==> config.mk <==
export PLATFORM = sky130hd
export DESIGN_NAME = bp_be_regfile_arbiter
export DESIGN_NICKNAME = d
export VERILOG_FILES = /design/src/rtl/bp_be_regfile_arbiter.sv
export SDC_FILE = /design/constraint.sdc
export NUM_CORES = 1
export LEC_CHECK = 0
export CORE_AREA = 2 2 137 139
export DETAILED_ROUTE_END_ITERATION = 8
export DIE_AREA = 0 0 139 141
export DONT_BUFFER_PORTS = 1
export GPL_TIMING_DRIVEN = 1
export PLACE_DENSITY = 0.45
export SLEW_MARGIN = 20
export SYNTH_ARGS = -nofsm -noshare
export SYNTH_HDL_FRONTEND = slang
export SYNTH_SLANG_ARGS = --single-unit
==> constraint.sdc <==
create_clock -name clk_i -period 1.6 [get_ports clk_i]
set_clock_uncertainty 0.05 [all_clocks]
set_input_delay 0.08 -clock clk_i [delete_from_list [all_inputs] [get_ports clk_i]]
set_output_delay 0.08 -clock clk_i [all_outputs]
set_load 0.05 [all_outputs]
==> src/rtl/bp_be_regfile_arbiter.sv <==
// Regfile sequencer/arbiter: zero-fills x1..x(N-1) after reset, then shares
// the single write and read ports between writeback/issue and debug traffic.
module bp_be_regfile_arbiter #(
    parameter int dword_width_p    = 64,
    parameter int reg_addr_width_p = 5,
    parameter int num_regs_p       = 32
) (
    input  logic                        clk_i,
    input  logic                        reset_n_i,
    output logic                        init_done_o,

    input  logic                        wb_v_i,
    input  logic [reg_addr_width_p-1:0] wb_addr_i,
    input  logic [dword_width_p-1:0]    wb_data_i,
    output logic                        wb_ready_o,

    input  logic                        iss_r_v_i,
    input  logic [reg_addr_width_p-1:0] iss_r_addr_i,

    input  logic                        dbg_v_i,
    input  logic                        dbg_w_i,
    input  logic [reg_addr_width_p-1:0] dbg_addr_i,
    input  logic [dword_width_p-1:0]    dbg_data_i,
    output logic                        dbg_ready_o,
    output logic                        dbg_data_v_o,
    output logic [dword_width_p-1:0]    dbg_data_o,

    output logic                        rf_w_v_o,
    output logic [reg_addr_width_p-1:0] rf_w_addr_o,
    output logic [dword_width_p-1:0]    rf_w_data_o,
    output logic                        rf_r_v_o,
    output logic [reg_addr_width_p-1:0] rf_r_addr_o,
    input  logic [dword_width_p-1:0]    rf_r_data_i
);

    typedef enum logic [1:0] {S_INIT, S_READY, S_DBG_RD} state_e;

    state_e                      state_r, state_n;
    logic [reg_addr_width_p-1:0] cnt_r;
    logic                        dbg_data_v_r;
    logic [dword_width_p-1:0]    dbg_data_r;

    logic                        w_v, r_v, wb_rdy, dbg_rdy, done, rd_idle;
    logic [reg_addr_width_p-1:0] w_addr, r_addr;
    logic [dword_width_p-1:0]    w_data;

    always_ff @(posedge clk_i) begin
        if (!reset_n_i) begin
            state_r      <= S_INIT;
            cnt_r        <= reg_addr_width_p'(1);
            dbg_data_v_r <= 1'b0;
            dbg_data_r   <= '0;
        end else begin
            state_r      <= state_n;
            dbg_data_v_r <= (state_r == S_DBG_RD);
            if (state_r == S_INIT)
                cnt_r <= cnt_r + 1'b1;
            if (state_r == S_DBG_RD)
                dbg_data_r <= rf_r_data_i;
        end
    end

    always_comb begin
        state_n = state_r;
        w_v     = 1'b0;
        w_addr  = wb_addr_i;
        w_data  = wb_data_i;
        r_v     = 1'b0;
        r_addr  = iss_r_addr_i;
        wb_rdy  = 1'b0;
        dbg_rdy = 1'b0;
        done    = 1'b0;
        rd_idle = 1'b0;
        case (state_r)
            S_INIT: begin
                w_v    = 1'b1;
                w_addr = cnt_r;
                w_data = '0;
                if (cnt_r == reg_addr_width_p'(num_regs_p - 1))
                    state_n = S_READY;
            end
            default: begin
                done    = 1'b1;
                wb_rdy  = 1'b1;
                state_n = S_READY;
                // While the debug read is in flight no new debug request of either kind is taken.
                rd_idle = (state_r == S_READY);
                if (wb_v_i) begin
                    w_v = (wb_addr_i != '0);
                end else if (dbg_v_i && dbg_w_i && rd_idle) begin
                    w_v     = (dbg_addr_i != '0);
                    w_addr  = dbg_addr_i;
                    w_data  = dbg_data_i;
                    dbg_rdy = 1'b1;
                end
                if (iss_r_v_i) begin
                    r_v = 1'b1;
                end else if (dbg_v_i && !dbg_w_i && rd_idle) begin
                    r_v     = 1'b1;
                    r_addr  = dbg_addr_i;
                    dbg_rdy = 1'b1;
                    state_n = S_DBG_RD;
                end
            end
        endcase
    end

    assign init_done_o  = reset_n_i & done;
    assign wb_ready_o   = reset_n_i & wb_rdy;
    assign dbg_ready_o  = reset_n_i & dbg_rdy;
    assign dbg_data_v_o = reset_n_i & dbg_data_v_r;
    assign dbg_data_o   = reset_n_i ? dbg_data_r : '0;
    assign rf_w_v_o     = reset_n_i & w_v;
    assign rf_w_addr_o  = w_addr;
    assign rf_w_data_o  = w_data;
    assign rf_r_v_o     = reset_n_i & r_v;
    assign rf_r_addr_o  = r_addr;

endmodule

# ---- Word-level counts from Yosys, hierarchy flattened
# Index checks and enable logic that the tools add are counted.
dict set report totals {
  rom_bits 0
  wordCells 48
  in_bits 213
  output_inout_bits 144
  regBits 72
  latch_bits 0
  n_memories 0
  ramBits 0
}
dict set report op_classes {
  add_sub_neg 1
  reduce_logical 8
  n_eq_ne 4
  n_lt_le_gt_ge 0
  div_mod_pow 0
  n_mux 26
  bitwise 5
  multipliers 0
  shift 0
}
# op n
set op_table {}
lappend op_table {{two-way mux 64 bit} 4}
lappend op_table {{two-way mux 5 bit} 6}
lappend op_table {{two-way mux 1 bit} 12}
lappend op_table {{nonzero test 5 bit} 2}
lappend op_table {{two-way mux 2 bit} 4}
lappend op_table {{adder 5 x 1 -> 5 bit (second input constant)} 1}
lappend op_table {{AND 1 bit} 5}
lappend op_table {{equality test 5 bit (second input constant)} 1}
lappend op_table {{logical AND 1 bit} 4}
lappend op_table {{equality test 2 x 1 -> 1 bit (second input constant)} 1}
lappend op_table {{equality test 2 bit (second input constant)} 1}
lappend op_table {{zero test 2 bit} 1}
lappend op_table {{inequality test 2 x 1 -> 1 bit (second input constant)} 1}
lappend op_table {{zero test 1 bit} 1}

# ---- Depth between registers and ports, before layout
dict set report depth {
  word_depth 8
  ltp_mapped 6
  ltp_nobuf 5
}

# ---- Worst setup path before layout
# No wires, ideal clock.
dict set report synth_path {
  kind {register -> output}
  start {register state_r[1]}
  end {output port rf_w_data_o[53]}
  t_arrival_ns 1.819
  slack_ns -0.349
  path_stages_with_launch 7
  path_cell_list {dfxtp_1 nand2b_4 nor3_4 buf_4 buf_4 nand2_1 a21oi_1}
}
dict set report synth_between {
  elab_chain_cells 5
}
# item line
set synth_rtl {}
lappend synth_rtl {{start: declaration} 38} ;# state_e state_r, state_n;
lappend synth_rtl {{start signal: assignment} 54} ;# state_r <= state_n;
lappend synth_rtl {{equality test 2 x 1 -> 1 bit} 87} ;# rd_idle = (state_r == S_READY);
lappend synth_rtl {{logical AND 1 bit} 90} ;# end else if (dbg_v_i && dbg_w_i && rd_idle) begin
lappend synth_rtl {{two-way mux 64 bit} 90}
lappend synth_rtl {{two-way mux 64 bit} 88} ;# if (wb_v_i) begin
lappend synth_rtl {{two-way mux 64 bit (*)} 74} ;# case (state_r)
lappend synth_rtl {{end: declaration} 30} ;# output logic [dword_width_p-1:0] rf_w_data_o,
# Every way passes the cells marked *; elsewhere a longest branch is shown, timed or not.

# ---- Final worst setup path
dict set report layout_path {
  start {register state_r[1]}
  end {output port rf_w_data_o[50]}
}
# Same word-level chain as after synthesis.

==> results by group <==
Yosys
  • Yosys reg bits: 72
  • Cell area after synthesis: 3890 µm²
  • Library cells used by synthesis: 29
  • Top-count cell post-synth: nand2_1
  • Ys Warns: 0
  • Synthesized area per cell: 7.64 µm²
  • Syn_nets: 724
  • Most frequent cells after synthesis: 141 x nand2_1, 76 x a21oi_1, 72 x dfxtp_1, 67 x and2_1, 64 x o22a_1
  • Top FF cell, synth: dfxtp_1
  • Cell count after synthesis: 509
  • Area leader, netlist: dfxtp_1
  • FFs w/ async S/R, synth: 0%
  • Top cells by area, synth: dfxtp_1 37%, o22a_1 14%, nand2_1 14%
  • Count of flip-flops with a built-in enable after synthesis: 0
  • Post-synthesis sequential area ratio: 37.1%
  • Yosys top cell area share: 37.1%

Timing
  • Slew Viols, Final: 0
  • Worst setup slack after layout: -441 ps
  • Max Fclk: 490 MHz
  • Final Hold Fails: 0
  • Period utilisation layout: 128%
  • Relative slew slack: 64.7%
  • RSZ-0062 raised after global routing: true
  • Hold_ws: 41.2 ps
  • # setup viols final: 79
  • Least-Margin Pin Slew: 530 ps
  • Final min period: 2040 ps

Run status
  • Failing checks: negative setup slack
  • Outcome: finished with violations

Worst setup path
  • Worst setup SP type: flip-flop
  • Crit path cell chain: nand2b_4 -> or3_4 -> bufbuf_16 -> nand2_1 -> a21oi_2 -> buf_12
  • Crit end category: output pin
  • CP peak stage delay: 460 ps
  • Critical Setup Path Class: flip-flop to output pin
  • Setup crit start: state_r[1]
  • Delay-heaviest family, CP: simple AND/OR/NAND/NOR gates
  • Critical Path Sink: rf_w_data_o[50]
  • Worst Path Buf+Inv: 2
  • Critical-path top delay cell: or3_4
  • Worst Path Arrival: 1910 ps
  • CP Max Fanout: 17
  • Crit path depth: 6
  • R2R depth: 7
  • R2R Path Start: state_r[1]
  • Reg2Reg Setup Slack: 90 ps
  • Reg-to-Reg End: cnt_r[3]
  • Critical Path RT: 1470 ps

Route
  • Metal2 WL: 10000 µm
  • Routed WL: 19000 µm
  • Pre-Repair DR Iteration Count: 6
  • Vias: 4523
  • M1 wire length: 6840 µm
  • Vias per cell: 4.74
  • WL per Instance: 19.9 µm
  • Routed wl met3: 1340 µm
  • Uppermost layer routed: met4
  • Antenna viol nets, final: 0
  • DRT iter0 DRCs: 160
  • DRC: 0

Floorplan
  • Std-Cell Rows: 50
  • Die X: 139 µm
  • Die H: 141 µm
  • # IOs: 357
  • Core Area: 18300 µm²
  • Starting Density: 21.3%
  • Die area: 19600 µm²

Place
  • PortBufs: 0
  • Placed instance count: 854
  • Post-DP HPWL: 13200 µm
  • Pre-CTS WS: -132 ps
  • Gp weighted congestion: 0.917

Power
  • Power Density: 545 nW/µm²
  • Overall power: 4.40 mW
  • Peak supply drop: 556 µV
  • Pleak: 3.37 nW

Clock tree
  • H-tree Lvls: 3
  • Root Driver: clkbuf_16
  • Num Clock Sinks: 72
  • Clock buffer count from CTS: 9
  • Clock Pin Slew Worst Setup and Hold Paths: 60 ps
  • CTS tree: yes
  • CTS Buffer Depth: 2
  • Worst skew pair latency: 330 ps

Layout
  • Non-Filler Instances: 954
  • Share of layout cells above drive strength 1: 44.2%
  • Syn-to-layout area delta: 107%
  • NumNets Final: 929

Worst hold path
  • Hold depth: 2
  • Min-delay worst type: input port to flip-flop

Global route
  • Number of global-route vias before repair: 4751
  • Pin count of the biggest net entering global routing: 53
  • Initial antenna violation count: 1
  • First-pass GRT wire length: 27500 µm
  • Tot GR Track Use: 18.2%
  • Grt total ovfl: 0

Job
  • Max-cap violations: 0
[per-layer routing]
| metal | global-route usage, % | up-vias |
|---|---|---|
| li1 | - | 2131 |
| met2 | 32.8 | 236 |
| met5 | 0 | - |
| met4 | 8.88 | 0 |
| met1 | 19.2 | 2119 |
| met3 | 5.74 | 37 |
[repair_timing]
action,in CTS,in global routing
setup endpoints to repair,79,79
pin swaps,20,15
buffers inserted,3,4
gates resized for setup,50,40
hold endpoints to repair,71,0
gates cloned,8,3
hold buffers,66,0
[where the power goes]
| group | internal, mW | switching [mW] | total [mW] |
|---|---|---|---|
| Sequential | 1.80 | 0.0101 | 1.81 |
| Clock | 1.37 | 0.800 | 2.17 |
| Combinational | 0.213 | 0.199 | 0.412 |
| Total | 3.39 | 1.01 | 4.40 |
[cell usage in the layout (no fill, tap or decap), types with 2 or more instances in the layout]
| cell | count |
|---|---|
| nand2_2 | 24 |
| ha_1 | 2 |
| clkbuf_16 | 11 |
| bufbuf_16 | 4 |
| buf_12 | 83 |
| bufinv_16 | 2 |
| nand2_4 | 13 |
| buf_16 | 2 |
| a21oi_2 | 55 |
| and2_1 | 67 |
| dfxtp_2 | 2 |
| clkinv_4 | 2 |
| nor2_1 | 9 |
| buf_4 | 75 |
| a21oi_4 | 17 |
| xnor2_1 | 2 |
| o22a_1 | 64 |
| mux2_4 | 5 |
| a21oi_1 | 5 |
| nor2_4 | 2 |
| nand3b_1 | 3 |
| nand2_1 | 104 |
| dfxtp_1 | 70 |
| dlygate4sd3_1 | 65 |
| nor3_1 | 3 |
| buf_6 | 8 |
| a21boi_0 | 2 |
[cells by family (layout without fill, tap and decap cells)]
logic type	after synthesis	in the layout	share of synthesized area, %
adder cells (fa/ha/maj)	2	2	0.644
AND/OR/NAND/NOR	234	235	28.3
buffers and inverters	49	258	6.98
AO/OA/AOI/OAI	145	145	25.1
multiplexers	5	5	1.45
flip-flops	72	72	37.1
XOR/XNOR	2	2	0.451
other	0	1	0
[area by class of cell]
type	count	area [µm²]
Clock inverter	6	91.3
Antenna cell	1	2.50
Multi-Input combinational cell	389	2780
Inverter	2	11.3
Fill cell	1688	10200
Sequential cell	72	1440
Timing Repair Buffer	240	3220
Tap cell	234	293
Clock buffer	10	229
[sequential cells by signal, indices dropped and copies added (netlist names)]
signal / flops
dbg_data_r: 64
cnt_r: 5
dbg_data_v_r: 1
state_r: 2
[worst reg2reg max path: cells and delay by family, from the launching register on]
family | cells | cell delay (ps)
xor+xnor | 1 | 130
buf+inv | 3 | 430
flops | 1 | 320
simple gates | 3 | 470
[per-stage QoR]
step           setup TNS (ps)  utilization, %  instance area, µm²
6_report               -30010            44.2                8070
5_1_grt                -35640            44.2                8070
4_1_cts                -32230            43.1                7870
3_5_place_dp            -4980            35.2                6420
3_3_place_gp            -3390            35.2                6420
2_1_floorplan           -91.8               -                4240
[worst min path at each step]
stage / to / from / slack [ps]
after floorplan: dbg_data_r[21] / rf_r_data_i[21] / 170
after global placement: cnt_r[0] / reset_n_i / 130
after detailed placement: cnt_r[0] / reset_n_i / 130
after CTS: dbg_data_r[50] / reset_n_i / 20
after global routing: dbg_data_r[50] / reset_n_i / 20
final: dbg_data_r[50] / reset_n_i / 40
Power figures use the tool's default switching activity.
